<file path="config.mk">
export PLATFORM = sky130hd
export DESIGN_NAME = tfo_check_arbiter_flat
export DESIGN_NICKNAME = d
export VERILOG_FILES = /design/src/rtl/tfo_check_arbiter_if.sv /design/src/rtl/tfo_check_arbiter.sv /design/src/flat_wrapper.sv
export SDC_FILE = /design/constraint.sdc
export NUM_CORES = 1
export LEC_CHECK = 0
export BUFFER_PORTS_ARGS = -buffer_cell sky130_fd_sc_hd__buf_4
export CAP_MARGIN = 10
export CORE_ASPECT_RATIO = 1.5
export CORE_UTILIZATION = 44
export DETAILED_ROUTE_END_ITERATION = 7
export GPL_TIMING_DRIVEN = 0
export PLACE_DENSITY = 0.95
export SYNTH_ARGS = -nofsm -noshare
export SYNTH_HDL_FRONTEND = slang
export SYNTH_SLANG_ARGS = --single-unit
</file>
<file path="constraint.sdc">
create_clock -name i_clk -period 9.4 [get_ports i_clk]
set_clock_uncertainty 0.1 [all_clocks]
set_input_delay 1.41 -clock i_clk [delete_from_list [all_inputs] [get_ports i_clk]]
set_output_delay 1.41 -clock i_clk [all_outputs]
set_load 0.01 [all_outputs]
</file>
<file path="src/rtl/tfo_check_arbiter_if.sv">
// Handshake bundle between code-word requesters, the shared 2-of-5 checker and
// the downstream result consumer.
interface tfo_check_arbiter_if #(
    parameter int NUM_REQ = 4
);
    localparam int ID_W = $clog2(NUM_REQ);

    logic [NUM_REQ-1:0]   req_valid;
    logic [5*NUM_REQ-1:0] req_code;
    logic [NUM_REQ-1:0]   req_ready;
    logic                 res_valid;
    logic                 res_ready;
    logic [ID_W-1:0]      res_id;
    logic [4:0]           res_code;
    logic                 res_det;

    modport slave (
        input  req_valid, req_code, res_ready,
        output req_ready, res_valid, res_id, res_code, res_det
    );

    modport master (
        output req_valid, req_code, res_ready,
        input  req_ready, res_valid, res_id, res_code, res_det
    );
endinterface

</file>
<file path="src/rtl/tfo_check_arbiter.sv">
// Round-robin shared Two-out-of-Five checker with a one-deep registered result.
// Optional per-requester error counters are built when TFO_ERR_CNT_EN is defined.
module tfo_check_arbiter #(
    parameter int NUM_REQ = 4,
    parameter int CNT_W   = 8
) (
    input  logic                     i_clk,
    input  logic                     i_rst_n,
    tfo_check_arbiter_if.slave       bus,
    input  logic                     i_cnt_clr,
    output logic [CNT_W*NUM_REQ-1:0] o_err_cnt
);
    localparam int ID_W = $clog2(NUM_REQ);

    logic [ID_W-1:0]    r_ptr;
    logic               r_res_vld_p1;
    logic [ID_W-1:0]    r_res_id_p1;
    logic [4:0]         r_res_code_p1;
    logic               r_res_det_p1;

    logic               w_out_free;
    logic               w_gnt_any;
    logic [ID_W-1:0]    w_gnt_idx;
    logic [4:0]         w_gnt_code;
    logic               w_gnt_det;
    logic               w_xfer;
    logic [NUM_REQ-1:0] w_req_ready;

    // (ptr + k) mod NUM_REQ without a divider; ptr < NUM_REQ and k < NUM_REQ
    function automatic logic [ID_W-1:0] f_wrap(input logic [ID_W-1:0] ptr, input int k);
        logic [ID_W:0] s;
        s = {1'b0, ptr} + (ID_W+1)'(k);
        if (s >= (ID_W+1)'(NUM_REQ))
            s = s - (ID_W+1)'(NUM_REQ);
        return s[ID_W-1:0];
    endfunction

    function automatic logic f_tfo_det(input logic [4:0] code);
        logic [2:0] ones;
        ones = 3'd0;
        for (int b = 0; b < 5; b++)
            ones = ones + {2'b00, code[b]};
        return (ones != 3'd2);
    endfunction

    assign w_out_free = !r_res_vld_p1 || bus.res_ready;

    // Walk downward so the closest requester at or above the pointer wins last
    always_comb begin
        w_gnt_any = 1'b0;
        w_gnt_idx = '0;
        for (int k = NUM_REQ - 1; k >= 0; k--) begin
            if (bus.req_valid[f_wrap(r_ptr, k)]) begin
                w_gnt_any = 1'b1;
                w_gnt_idx = f_wrap(r_ptr, k);
            end
        end
    end

    assign w_xfer = w_gnt_any && w_out_free && i_rst_n;

    always_comb begin
        w_gnt_code  = '0;
        w_req_ready = '0;
        for (int i = 0; i < NUM_REQ; i++) begin
            if (ID_W'(i) == w_gnt_idx)
                w_gnt_code = bus.req_code[5*i +: 5];
        end
        if (w_xfer)
            w_req_ready[w_gnt_idx] = 1'b1;
    end

    assign w_gnt_det = f_tfo_det(w_gnt_code);

    // ---- p0 -> p1: arbitration result into the held result register ----
    always_ff @(posedge i_clk) begin
        if (!i_rst_n) begin
            r_ptr         <= '0;
            r_res_vld_p1  <= 1'b0;
            r_res_id_p1   <= '0;
            r_res_code_p1 <= '0;
            r_res_det_p1  <= 1'b0;
        end else if (w_xfer) begin
            r_ptr         <= f_wrap(w_gnt_idx, 1);
            r_res_vld_p1  <= 1'b1;
            r_res_id_p1   <= w_gnt_idx;
            r_res_code_p1 <= w_gnt_code;
            r_res_det_p1  <= w_gnt_det;
        end else if (bus.res_ready) begin
            r_res_vld_p1  <= 1'b0;
        end
    end

    assign bus.req_ready = w_req_ready;
    assign bus.res_valid = r_res_vld_p1;
    assign bus.res_id    = r_res_id_p1;
    assign bus.res_code  = r_res_code_p1;
    assign bus.res_det   = r_res_det_p1;

`ifdef TFO_ERR_CNT_EN
    logic [CNT_W-1:0] r_err_cnt [NUM_REQ];

    // Clear has priority over a same-cycle increment; counts saturate
    always_ff @(posedge i_clk) begin
        for (int i = 0; i < NUM_REQ; i++) begin
            if (!i_rst_n || i_cnt_clr)
                r_err_cnt[i] <= '0;
            else if (w_xfer && w_gnt_det && (w_gnt_idx == ID_W'(i)) && (r_err_cnt[i] != '1))
                r_err_cnt[i] <= r_err_cnt[i] + 1'b1;
        end
    end

    for (genvar g = 0; g < NUM_REQ; g++) begin : g_cnt_out
        assign o_err_cnt[CNT_W*g +: CNT_W] = r_err_cnt[g];
    end
`else
    logic w_unused_cnt_clr;
    assign w_unused_cnt_clr = i_cnt_clr;
    assign o_err_cnt        = '0;
`endif

endmodule

</file>
<file path="src/flat_wrapper.sv">
// flat-port wrapper written by rule: the top's interface ports become plain ports
module tfo_check_arbiter_flat 
#(
    parameter int NUM_REQ = 4,
    parameter int CNT_W   = 8
)
  (i_clk, i_rst_n, i_cnt_clr, o_err_cnt, bus_req_valid, bus_req_code, bus_res_ready, bus_req_ready, bus_res_valid, bus_res_id, bus_res_code, bus_res_det);
  tfo_check_arbiter_if #(.NUM_REQ(NUM_REQ)) bus_i ();
  input  logic i_clk;
  input  logic i_rst_n;
  input  logic i_cnt_clr;
  output logic [CNT_W*NUM_REQ-1:0] o_err_cnt;
  input wire logic [$bits(bus_i.req_valid)-1:0] bus_req_valid;
  input wire logic [$bits(bus_i.req_code)-1:0] bus_req_code;
  input wire logic [$bits(bus_i.res_ready)-1:0] bus_res_ready;
  output wire logic [$bits(bus_i.req_ready)-1:0] bus_req_ready;
  output wire logic [$bits(bus_i.res_valid)-1:0] bus_res_valid;
  output wire logic [$bits(bus_i.res_id)-1:0] bus_res_id;
  output wire logic [$bits(bus_i.res_code)-1:0] bus_res_code;
  output wire logic [$bits(bus_i.res_det)-1:0] bus_res_det;
  assign bus_i.req_valid = bus_req_valid;
  assign bus_i.req_code = bus_req_code;
  assign bus_i.res_ready = bus_res_ready;
  assign bus_req_ready = bus_i.req_ready;
  assign bus_res_valid = bus_i.res_valid;
  assign bus_res_id = bus_i.res_id;
  assign bus_res_code = bus_i.res_code;
  assign bus_res_det = bus_i.res_det;
  tfo_check_arbiter #(.NUM_REQ(NUM_REQ), .CNT_W(CNT_W)) u_core (.i_clk(i_clk), .i_rst_n(i_rst_n), .bus(bus_i), .i_cnt_clr(i_cnt_clr), .o_err_cnt(o_err_cnt));
endmodule
</file>
# Word-level counts from Yosys, hierarchy flattened
# Cells that the tools add are included.
[totals] input_bits=28 output_inout_bits=45 ff_bits=11 wordCells=70
[op_classes] n_lt_le_gt_ge=11 muxes=30 reduce_logical=7 eq_ne=4 add_sub_neg=13
[ops] op="2-to-1 mux 5 bit" count=4
[ops] op="2-to-1 mux 2 bit" count=9
[ops] op="< comparator 2 x 3 -> 1 bit, second input constant" count=5
[ops] op="greater-or-equal comparator 3 bit, second input constant" count=4
[ops] op="2-to-1 mux 1 bit" count=11
[ops] op="subtractor 2 x 1 -> 2 bit, second input constant" count=5
[ops] op="adder 3 x 1 -> 3 bit" count=3
[ops] op="binary-select mux 1 bit (select 2 bit)" count=4
[ops] op="adder 2 x 1 -> 3 bit, second input constant" count=2
[ops] op="adder 2 x 2 -> 3 bit, second input constant" count=2
[ops] op="equality test 2 bit, first input constant" count=2
[ops] op="2-to-1 mux 4 bit" count=1
[ops] op="greater-or-equal comparator 2 x 3 -> 1 bit, second input constant" count=1
[ops] op="logical AND 1 bit" count=3
[ops] op="inequality test 3 x 2 -> 1 bit, second input constant" count=1
[ops] op="adder 1 x 1 -> 2 bit" count=1
[ops] op="demux 1 bit (select 2 bit)" count=1
[ops] op="equality test 1 x 2 -> 1 bit, first input constant" count=1
[ops] op="greater-or-equal comparator 2 x 1 -> 1 bit, second input constant" count=1
[ops] op="logical NOT 2 bit" count=1
[ops] op="nonzero test 2 bit" count=1
[ops] op="logical NOT 1 bit" count=1
[ops] op="logical OR 1 bit" count=1

# Logic depth before layout (Yosys ltp)
# Gate-level depths: netlist (run 1).
[logic_depth] word_depth=19 depth_mapped=18 ltp_nobuf=18

# Worst setup path after synthesis (run 1)
# No wires, ideal clock.
[synth_timing] path_kind="input-to-reg" startpoint="in bus_req_valid[2]" endpoint="reg u_core.r_res_det_p1, in the netlist u_core.bus.res_det" required_ps=9184 arrival_time_ps=4441 setup_ps=116 n_path_buf=0 stages=18 slack_ps=4743 path_cell_list="nor2b_1 > a21boi_0 > o32ai_2 > inv_1 > ha_1 > nand2b_1 > o22ai_1 > a31oi_1 > ha_1 > inv_1 > fa_1 > inv_1 > ha_1 > inv_1 > fa_1 > nor2_1 > nand3_1 > o211a_1"
[synth_between] elab_chain_len=16 word_cells_on_any_way=31 classes_between="add/sub (4); eq/ne (4); mux (20); reduce/logical (3)"
[synth_lines] item="start: declaration" line_no="flat_wrapper.sv:13" text="input wire logic [$bits(bus_i.req_valid)-1:0] bus_req_valid;"
[synth_lines] item="binary-select mux 1 bit (select 2 bit)" line_no="tfo_check_arbiter.sv:53" text="if (bus.req_valid[f_wrap(r_ptr, k)]) begin"
[synth_lines] item="2-to-1 mux 1 bit (implied by the code)" line_no="tfo_check_arbiter.sv:53"
[synth_lines] item="2-to-1 mux 2 bit (3 in series)" line_no="tfo_check_arbiter.sv:53"
[synth_lines] item="2-to-1 mux 2 bit (*)" line_no="tfo_check_arbiter.sv:53"
[synth_lines] item="via u_core.w_gnt_idx[1]" line_no="tfo_check_arbiter.sv:23" text="logic [ID_W-1:0] w_gnt_idx;"
[synth_lines] item="logical NOT 2 bit" line_no="tfo_check_arbiter.sv:66" text="if (ID_W'(i) == w_gnt_idx)"
[synth_lines] item="2-to-1 mux 5 bit (3 in series)" line_no="tfo_check_arbiter.sv:66"
[synth_lines] item="2-to-1 mux 5 bit (*)" line_no="tfo_check_arbiter.sv:66"
[synth_lines] item="via u_core.w_gnt_code[0]" line_no="tfo_check_arbiter.sv:24" text="logic [4:0] w_gnt_code;"
[synth_lines] item="adder 1 x 1 -> 2 bit (*)" line_no="tfo_check_arbiter.sv:42" text="ones = ones + {2'b00, code[b]};"
[synth_lines] item="adder 3 x 1 -> 3 bit (*) (3 in series)" line_no="tfo_check_arbiter.sv:42"
[synth_lines] item="inequality test 3 x 2 -> 1 bit (*)" line_no="tfo_check_arbiter.sv:43" text="return (ones != 3'd2);"
[synth_lines] item="end signal: assignment" line_no="tfo_check_arbiter.sv:88" text="r_res_det_p1 <= w_gnt_det;"
[synth_lines] item="end: declaration" line_no="tfo_check_arbiter.sv:19" text="logic r_res_det_p1;"
# Mark *: on every way through the listed nets, which the timed path passes. The rest lies on a longest branch. The select of a mux whose other input is x is not followed.
# A chain may end at the register's enable or synchronous reset.

# Final worst setup path (run 1)
# Same ends and word-level chain as after synthesis.

==> metrics.yaml, run 1 <==
placed_cells: 223
drv.max_cap_violation_count: 0
grt_overflow: 0
postSynthAreaPerCell_sq_um: 8.04
grt_max_degree: 11
wl_per_cell_um: 10.1
critPathSlowestCell: "fa_1"
crit_path_max_fanout: 5
async_reset_ff_share_pct: 0
antenna_found_initial: 0
r2r_cells: 17
dieWidth_um: 42.0
cpMostUsedCell: "inv_1"
required_ps: 9470
relSlewSlack_pct: 64.6
end_kind: "flip-flop"
rsz0062_at_grt: "no"
cp.buffers_inverters: 5
r2r_slack_ps: 5550
placed_area_sq_mm: 0.00148
vias: 1019
min_to: "u_core.bus.res_id[0]$_SDFFE_PN0P_"
min_period_ps: 4840
placeableCoreArea_sq_mm: 0.00226
area_growth_pct: 43.3
dr.pass1.iters: 4
antenna_cells: 0
hp-class: "flip-flop to flip-flop"
yosysSeqAreaShare_pct: 20.9
ys_top_cells_by_count: "buf_4 (32), nand2_1 (16), dfxtp_1 (11)"
power_mw: 0.236
post-place-ws_ps: 4260
r2r-end: "u_core.bus.res_det$_SDFFE_PN0P_"
layout.nets: 241
syn_area_sq_mm: 0.00105
cts_num_sinks: 11
synthFlopType: "dfxtp_1"
ioPinCount: 73
grt_usage_pct: 16.8
power_density_mw_per_mm2: 156
timing.hold.ws_ps: 381
ys_warn_count: 0
drive_gt1_share_pct: 38.7
post-route-drc-count: 0
cp.arrival_ps: 4900
dieArea_sq_mm: 0.00260
worstHoldStart: "u_core.bus.res_id[0]$_SDFFE_PN0P_"
utilization_pct: 66.8
crit_path_cell_trace: "buf_4 > nor2b_1 > a21boi_0 > o32ai_2 > inv_1 > ha_1 > nand2b_1 > o22ai_1 > a31oi_1 > ha_1 > inv_1 > fa_1 > inv_1 > ha_1 > inv_1 > fa_1 > nor2_1 > nand3_1 > o211a_1"
period_share_pct: 51.4
route.antenna.remaining_nets: 0
synthCells: 131
r2r-start: "u_core.r_ptr[1]$_SDFFE_PN0P_"
max-vdd-ir-drop_v: 0.000121
grt_first_pass_wirelength_um: 3290
yosys.area.top_type: "buf_4"
p_leak_nw: 0.811
synth_area_leaders: "buf_4 (23%), dfxtp_1 (21%), ha_1 (7.1%)"
dr.first_iter.drc_count: 28
fin_ws_ps: 4560
start_util_pct: 46.6
cts_buffers: 3
worst_pin_slew_ps: 523
ys_types: 33
root_buffer: "clkbuf_4"
outcome: "finished, final reports clean"
synth_top_area_share_pct: 22.8
final_max_slew_viol_count: 0
dp_hpwl_um: 1910
cp_top_family: "adder cells"
fmax_mhz: 207
hold_path_depth: 2
postCtsResizedCells: 0
ctsHoldBuffers: 0
critPathLaunchType: "input pin"
gp_congestion: 0.749
routed_wl_um: 2290
yosysMostFrequentCell: "buf_4"
crit_type: "input pin to flip-flop"
rows: 21
path_clk_slew_ps: 70
cts_setup_buffers: 0
fillCellCount: 199
cts_tree: "yes"
cts.path.max_buffers: 2
cts_max_level: 1
die_h_um: 61.9
final_hold_viol_count: 0
synth-edff-count: 0
max_stage_delay_ps: 470
final_area_sq_mm: 0.00151
grt_pass1_vias: 799
setup_viol: 0
clk_latency_ps: 270
synth.ff_latch_count: 11
via_per_inst: 4.49
fin_cells: 227
io_buffers: 38
fin_setup_tns_ps: 0
worst max-delay path by stage:
stage,to,slack (ps),cells after the start,from
finish,u_core.bus.res_det$_SDFFE_PN0P_,4560,19,bus_req_valid[2]
floorplan,u_core.bus.res_det$_SDFFE_PN0P_,4740,18,bus_req_valid[2]
CTS,u_core.bus.res_det$_SDFFE_PN0P_,4540,19,bus_req_valid[2]
global route,u_core.bus.res_det$_SDFFE_PN0P_,4320,19,bus_req_valid[2]
detailed placement,u_core.bus.res_det$_SDFFE_PN0P_,4260,19,bus_req_valid[2]
global placement,u_core.bus.res_det$_SDFFE_PN0P_,4360,19,bus_req_valid[2]
worst reg2reg max path, delay by kind of cell (launching register included):
family | cells | cell delay, ps
flip-flops | 1 | 420
AND/OR/NAND/NOR | 3 | 420
AO/OA/AOI/OAI | 5 | 930
adder cells (fa/ha/maj) | 5 | 1630
buffers and inverters | 4 | 250
per-layer routing:
metal  GRT usage [%]  vias to the layer above  wire length, um
met2            35.3                       38             1270
met4            6.91                        0               17
met5               0                        -                0
met1            15.6                      453              868
li1                -                      526                -
met3            3.47                        2              138
power breakdown:
| group | internal, mW | switching (mW) | total [mW] |
|---|---|---|---|
| clock network | 0.0164 | 0.0156 | 0.0320 |
| registers | 0.0562 | 0.00604 | 0.0623 |
| logic | 0.0692 | 0.0727 | 0.142 |
| total | 0.142 | 0.0943 | 0.236 |
cells in the final DEF (no fill, tap or decap), drive strengths merged, types with 2 or more instances in the layout:
cell / instances
inv: 9
o22ai: 7
a21boi: 2
ha: 6
conb: 32
clkbuf: 6
nand3b: 3
fa: 2
dfxtp: 11
and3: 2
nand2: 16
nor2b: 5
buf: 72
a31oi: 3
o211ai: 2
nand2b: 2
a21oi: 2
nor2: 8
a31o: 3
cell type report:
class	count	area [sq um]	area share (%)
repair buffers	38	285	18.9
inverters	9	33.8	2.24
multi-input cells	106	652	43.2
plain buffers	36	264	17.5
well taps	23	28.8	1.91
clock buffers	4	26.3	1.74
flip-flops and latches	11	220	14.6
cell families after synthesis:
kind of cell | count (synthesis) | share of synthesized area (%)
AOI/OAI and AO/OA | 25 | 18.9
adders and majority gates | 8 | 10.9
and+or+nand+nor | 40 | 19.7
other | 1 | 0.356
DFF | 11 | 20.9
buffers and inverters | 45 | 28.3
muxes | 1 | 0.950
flip-flops by register name, indices dropped and copies added, names as in the netlist:
signal	flops
u_core.bus.res_valid	1
u_core.bus.res_id	2
u_core.r_ptr	2
u_core.bus.res_code	5
u_core.bus.res_det	1
No activity file was read; power rests on OpenSTA's default activity.
==> inputs of run 2 (changes only) <==
--- a/config.mk
+++ b/config.mk
@@ -8,10 +8,10 @@
 export BUFFER_PORTS_ARGS = -buffer_cell sky130_fd_sc_hd__buf_4
 export CAP_MARGIN = 10
 export CORE_ASPECT_RATIO = 1.5
-export CORE_UTILIZATION = 44
+export CORE_UTILIZATION = 37
 export DETAILED_ROUTE_END_ITERATION = 7
 export GPL_TIMING_DRIVEN = 0
-export PLACE_DENSITY = 0.95
+export PLACE_DENSITY = 0.87
 export SYNTH_ARGS = -nofsm -noshare
 export SYNTH_HDL_FRONTEND = slang
 export SYNTH_SLANG_ARGS = --single-unit
==> constraint.sdc (replaced) <==
create_clock -name i_clk -period 4.19 [get_ports i_clk]
set_clock_uncertainty 0.1 [all_clocks]
set_input_delay 0.6285 -clock i_clk [delete_from_list [all_inputs] [get_ports i_clk]]
set_output_delay 0.6285 -clock i_clk [all_outputs]
set_load 0.01 [all_outputs]
==> metrics.yaml, run 2 (synthesized netlist as in run 1, its figures left out) <==
rows: 23  # was 21
clkPwrFrac_pct: 18.5  # was 13.5%
wl_per_cell_um: 10.5  # was 10.1 um
cts_max_level: 1  # unchanged
placed_cells: 237  # was 223
grt_max_degree: 11  # unchanged
switching_share_pct: 38.5  # was 39.9%
grt_pass1_vias: 902  # was 799
min_period_ps: 4010
hp-class: "flip-flop to flip-flop"  # unchanged
antenna_cells: 0  # unchanged
fmax_mhz: 250
p_leak_nw: 0.824  # was 0.811 nW
cts.path.max_buffers: 2  # unchanged
post-route-drc-count: 0  # unchanged
root_buffer: "clkbuf_8"  # was clkbuf_4
required_ps: 4220  # was 9470 ps
final_common_cell: "buf_4"  # unchanged
dp_hpwl_um: 2070  # was 1910 um
use_met2_pct: 31.4  # was 35.3%
grt_busiest_layer: "met2"  # unchanged
power_frac_comb_pct: 56.9  # was 60.1%
grt_first_pass_wirelength_um: 3770  # was 3290 um
internal_power_mw: 0.352  # was 0.142 mW
grt_usage_pct: 16.9  # was 16.8%
dieWidth_um: 45.6  # was 42.0 um
p_sw_mw: 0.220  # was 0.0943 mW
crit_path_max_fanout: 5  # unchanged
dr.pass1.iters: 4  # unchanged
register_area_sq_um: 220  # unchanged
max-vdd-ir-drop_v: 0.000269  # was 0.000121 V
met3_usage_pct: 3.48  # was 3.47%
start_util_pct: 39.4  # was 46.6%
critPathLaunchType: "input pin"  # unchanged
ctsHoldBuffers: 0  # unchanged
cts_buffers: 3  # unchanged
layout.nets: 242  # was 241
placeableCoreArea_sq_mm: 0.00268  # was 0.00226 sq mm
crit_type: "input pin to flip-flop"  # unchanged
dr.first_iter.drc_count: 17  # was 28
multi_input_area_sq_um: 672  # was 652 sq um
final_area_sq_mm: 0.00157  # was 0.00151 sq mm
largest_reg_flops: 5  # unchanged
path_clk_slew_ps: 50  # was 70 ps
grt_overflow: 0  # unchanged
power_density_mw_per_mm2: 363  # was 156 mW/mm^2
fillCellCount: 273  # was 199
route.antenna.remaining_nets: 0  # unchanged
io_buffers: 38  # unchanged
area_growth_pct: 49.4  # was 43.3%
drive_gt1_share_pct: 41.5  # was 38.7%
placed_area_sq_mm: 0.00150  # was 0.00148 sq mm
antenna_found_initial: 0  # unchanged
utilization_pct: 58.8  # was 66.8%
clk_latency_ps: 240  # was 270 ps
drv.max_cap_violation_count: 0  # unchanged
die_h_um: 67.4  # was 61.9 um
setup_viol: 0  # unchanged
fin_cells: 242  # was 227
routed_wl_um: 2540  # was 2290 um
worst_pin_slew_ps: 529  # was 523 ps
period_share_pct: 95.6
final_max_slew_viol_count: 0  # unchanged
cp.arrival_ps: 4030  # was 4900 ps
via_per_inst: 4.30  # was 4.49
cts_num_sinks: 11  # unchanged
seqPwrFrac_pct: 24.5  # was 26.4%
cts_tree: "yes"  # unchanged
vias: 1040  # was 1019
end_kind: "flip-flop"  # unchanged
outcome: "finished, final reports clean"  # unchanged
ioPinCount: 73  # unchanged
grt_use_met1_pct: 16.6  # was 15.6%
final_hold_viol_count: 0  # unchanged
final_cell_mix: "buf_4 (71), conb_1 (32), nand2_1 (16), dfxtp_1 (11), inv_1 (9)"  # was buf_4 (70), conb_1 (32), nand2_1 (16), dfxtp_1 (11), inv_1 (9)
gp_congestion: 0.761  # was 0.749
relSlewSlack_pct: 64.2  # was 64.6%
dieArea_sq_mm: 0.00307  # was 0.00260 sq mm
[run 2: cell types whose count changed in the layout (fill, tap and decap cells not counted)]
cell,before,now
a31oi_2,0,1
buf_4,70,71
clkbuf_4,3,0
o22ai_1,7,6
a31oi_1,3,2
nor2_2,0,1
nand2b_1,2,1
clkbuf_8,0,3
nand2b_2,0,1
ha_1,6,5
ha_2,0,1
nor2_1,8,7
o22ai_2,0,1
[run 2: power groups by stage]
stage / Combinational, mW / Clock, mW / Sequential [mW]
3_5_place_dp: 0.316 / 0 / 0.141
3_3_place_gp: 0.304 / 0 / 0.141
2_1_floorplan: 0.212 / 0 / 0.148
4_1_cts: 0.316 / 0.110 / 0.140
6_report: 0.325 / 0.106 / 0.140
5_1_grt: 0.368 / 0.114 / 0.142
[run 2: cell type report]
type / count / share of cell area [%]
Timing Repair Buffer: 39 / 18.6
Clock buffer: 4 / 2.86
Inverter: 9 / 2.15
Sequential cell: 11 / 14.0
Tap cell: 37 / 2.94
Buffer: 36 / 16.8
Multi-Input combinational cell: 106 / 42.7
[run 2: layer usage]
layer,wire length (um),vias up
met1,895,455
met2,1440,46
met3,143,8
met5,0,-
li1,-,531
met4,62,0
[run 2: repair_timing]
action,4_1_cts,5_1_grt
endpoints found under the setup margin,0,1
endpoints found under the hold margin,0,0
gates resized for setup,0,5
setup buffers,0,1
[run 2: path summary, 6_finish.rpt]
check / startpoint / endpoint / slack (ps) / cells after the start
hold / removal: u_core.bus.res_code[4]$_SDFFE_PN0P_ / u_core.bus.res_code[4]$_SDFFE_PN0P_ / 370 / 2
setup reg to reg: u_core.r_ptr[1]$_SDFFE_PN0P_ / u_core.bus.res_det$_SDFFE_PN0P_ / 440 / 16
setup / recovery: bus_req_valid[2] / u_core.bus.res_det$_SDFFE_PN0P_ / 180 / 18
hold reg to reg: u_core.bus.res_code[4]$_SDFFE_PN0P_ / u_core.bus.res_code[4]$_SDFFE_PN0P_ / 370 / 2
[run 2: per-stage QoR]
stage                     hold WS [ps]  total power [mW]  setup slack (ps)  setup TNS, ps
after floorplan                    391             0.360               315              0
after global placement             361             0.446             -87.2          -87.2
after detailed placement           361             0.457              -154           -154
after CTS                          373             0.566              97.3              0
after global routing               401             0.624             -8.85          -8.85
final                              375             0.571               185              0
[run 2: worst max-delay path, stage by stage]
cell	delay [ps]
buf_4	120
nor2b_1	130
a21boi_0	130
o32ai_2	370
inv_1	120
ha_1	250
nor2_2	260
a31oi_1	170
ha_1	310
inv_1	40
fa_1	470
inv_1	40
ha_1	180
inv_1	60
fa_1	400
nor2_1	120
nand3_1	80
o211a_1	130
==> inputs of run 3 (changes only) <==
--- a/config.mk
+++ b/config.mk
@@ -12,6 +12,7 @@
 export DETAILED_ROUTE_END_ITERATION = 7
 export GPL_TIMING_DRIVEN = 0
 export PLACE_DENSITY = 0.87
+export REMOVE_ABC_BUFFERS = 1
 export SYNTH_ARGS = -nofsm -noshare
 export SYNTH_HDL_FRONTEND = slang
 export SYNTH_SLANG_ARGS = --single-unit
==> metrics.yaml, run 3 (synthesized netlist as in run 1, its figures left out) <==
outcome: "finished, final reports clean"  # unchanged
placed_area_sq_mm: 0.00124  # was 0.00150 sq mm
fmax_mhz: 249  # was 250 MHz
clk_latency_ps: 240  # about the same
grt_max_degree: 19  # was 11
area_growth_pct: 30.4  # was 49.4%
route.antenna.remaining_nets: 0  # unchanged
seqPwrFrac_pct: 24.4  # was 24.5%
ioPinCount: 73  # unchanged
grt_pass1_vias: 815  # was 902
antenna_cells: 0  # unchanged
internal_power_mw: 0.346  # was 0.352 mW
rows: 23  # unchanged
io_buffers: 39  # was 38
max_stage_delay_ps: 430  # was 470 ps
required_ps: 4230  # was 4220 ps
drive_gt1_share_pct: 33.3  # was 41.5%
max-vdd-ir-drop_v: 0.000275  # was 0.000269 V
cp.arrival_ps: 4060  # was 4030 ps
placeableCoreArea_sq_mm: 0.00268  # unchanged
drv.max_cap_violation_count: 0  # unchanged
final_cell_mix: "buf_4 (41), conb_1 (32), nand2_1 (16), dfxtp_1 (11)"  # was buf_4 (71), conb_1 (32), nand2_1 (16), dfxtp_1 (11), inv_1 (9)
p_leak_nw: 0.649  # was 0.824 nW
relSlewSlack_pct: 62.8  # was 64.2%
routed_wl_um: 2580  # was 2540 um
dp_hpwl_um: 1820  # was 2070 um
timing.hold.ws_ps: 376  # was 375 ps
critPathLaunchType: "input pin"  # unchanged
min_period_ps: 4020  # was 4010 ps
r2r-end: "u_core.bus.res_det$_SDFFE_PN0P_"  # unchanged
grt_overflow: 0  # unchanged
antenna_found_initial: 0  # unchanged
final_area_sq_mm: 0.00137  # was 0.00157 sq mm
cp.buffers_inverters: 6  # was 5
via_per_inst: 4.52  # was 4.30
path_clk_slew_ps: 50  # about the same
setup_viol: 0  # unchanged
dieArea_sq_mm: 0.00307  # unchanged
cts_max_level: 1  # unchanged
worst_pin_slew_ps: 550  # was 529 ps
cts_tree: "yes"  # unchanged
largest_reg_flops: 5  # unchanged
r2r-start: "u_core.r_ptr[1]$_SDFFE_PN0P_"  # unchanged
crit_path_cell_trace: "buf_4 > nor2b_1 > a21boi_0 > o32ai_2 > inv_2 > ha_4 > clkinvlp_4 > o22ai_2 > a31oi_1 > ha_1 > inv_1 > fa_1 > inv_1 > ha_1 > inv_1 > fa_1 > nor2_1 > nand3_1 > o211a_1"  # was buf_4 > nor2b_1 > a21boi_0 > o32ai_2 > inv_1 > ha_1 > nor2_2 > a31oi_1 > ha_1 > inv_1 > fa_1 > inv_1 > ha_1 > inv_1 > fa_1 > nor2_1 > nand3_1 > o211a_1
vias: 941  # was 1040
start_util_pct: 39.4  # unchanged
post-route-drc-count: 0  # unchanged
power_mw: 0.577  # was 0.571 mW
cp_top_family: "adder cells"  # unchanged
end_kind: "flip-flop"  # unchanged
fin_setup_tns_ps: 0  # unchanged
critPathSlowestCell: "o32ai_2"  # was fa_1
wl_per_cell_um: 12.4  # was 10.5 um
hold_path_depth: 2  # unchanged
switching_share_pct: 40.0  # was 38.5%
crit_type: "input pin to flip-flop"  # unchanged
final_hold_viol_count: 0  # unchanged
dr.pass1.iters: 4  # unchanged
fin_cells: 208  # was 242
hp-class: "flip-flop to flip-flop"  # unchanged
cts_buffers: 3  # unchanged
p_sw_mw: 0.231  # was 0.220 mW
placed_cells: 202  # was 237
power_density_mw_per_mm2: 420  # was 363 mW/mm^2
r2r_cells: 17  # was 16
grt_first_pass_wirelength_um: 3490  # was 3770 um
ctsHoldBuffers: 0  # unchanged
min_to: "u_core.bus.res_id[1]$_SDFFE_PN0P_"  # was u_core.bus.res_code[4]$_SDFFE_PN0P_
crit_path_max_fanout: 5  # unchanged
final_common_cell: "buf_4"  # unchanged
dr.first_iter.drc_count: 24  # was 17
worstHoldStart: "u_core.bus.res_id[1]$_SDFFE_PN0P_"  # was u_core.bus.res_code[4]$_SDFFE_PN0P_
r2r_slack_ps: 430  # was 440 ps
dieWidth_um: 45.6  # unchanged
root_buffer: "clkbuf_8"  # unchanged
grt_usage_pct: 15.6  # was 16.9%
cts.path.max_buffers: 2  # unchanged
period_share_pct: 96.0  # was 95.6%
clkPwrFrac_pct: 18.4  # was 18.5%
final_max_slew_viol_count: 0  # unchanged
cpMostUsedCell: "inv_1"  # unchanged
gp_congestion: 0.773  # was 0.761
layout.nets: 208  # was 242
cts_num_sinks: 11  # unchanged
die_h_um: 67.4  # unchanged
power_frac_comb_pct: 57.3  # was 56.9%
run 3: cell types whose count changed in the layout (fill, tap and decap cells not counted), sizes merged:
| cell | change |
|---|---|
| clkinvlp | +1 |
| clkbuf | -2 |
| inv | -1 |
| buf | -32 |
run 3: power groups by stage:
| stage | clock network, mW | logic (mW) | registers, mW |
|---|---|---|---|
| floorplan | 0 | 0.186 | 0.148 |
| global placement | 0 | 0.281 | 0.141 |
| detailed placement | 0 | 0.286 | 0.142 |
| CTS | 0.105 | 0.292 | 0.141 |
| global route | 0.111 | 0.374 | 0.142 |
| finish | 0.106 | 0.331 | 0.141 |
run 3: area by class of cell:
| class | count | area, sq um |
|---|---|---|
| sequential | 11 | 220 |
| fill | 258 | 1300 |
| tap | 37 | 46.3 |
| clock buffer | 4 | 45.0 |
| inverter | 9 | 37.5 |
| multi-input combinational | 106 | 717 |
| timing repair buffer | 41 | 308 |
run 3: worst register-to-register path: cells and delay by family (launching register included):
family / cells / cell delay (ps)
compound gates: 5 / 1070
simple gates: 2 / 200
flops: 1 / 390
fa+ha+maj: 5 / 1460
buf+inv: 5 / 430
run 3: worst max-delay path by stage:
stage,slack [ps],endpoint,startpoint,cells past startpoint
3_5_place_dp,-190,u_core.bus.res_det$_SDFFE_PN0P_,bus_req_valid[2],19
5_1_grt,-0.6,u_core.bus.res_det$_SDFFE_PN0P_,bus_req_valid[2],17
2_1_floorplan,310,u_core.bus.res_det$_SDFFE_PN0P_,bus_req_valid[2],18
6_report,170,u_core.bus.res_det$_SDFFE_PN0P_,bus_req_valid[2],19
3_3_place_gp,-130,u_core.bus.res_det$_SDFFE_PN0P_,bus_req_valid[2],19
4_1_cts,30,u_core.bus.res_det$_SDFFE_PN0P_,bus_req_valid[2],19
run 3: metrics by stage:
step | setup WS (ps) | utilization, %
floorplan | 308 | -
CTS | 29.5 | 48.2
global route | -0.584 | 51.3
finish | 166 | 51.3
global placement | -125 | 46.5
detailed placement | -187 | 46.5
run 3: metal layers:
layer  global-route usage (%)  up-vias  part of all wire (%)
li1                         -      460                     -
met1                     15.5      427                    34
met2                     30.5       47                    58
met3                     1.87        7                   5.8
met4                     6.82        0                   2.3
met5                        0        -                     0
run 3: repair_timing:
item                                    in CTS  in global routing
gates resized for setup                      0                 14
endpoints found under the setup margin       0                  1
buffers inserted                             0                  2
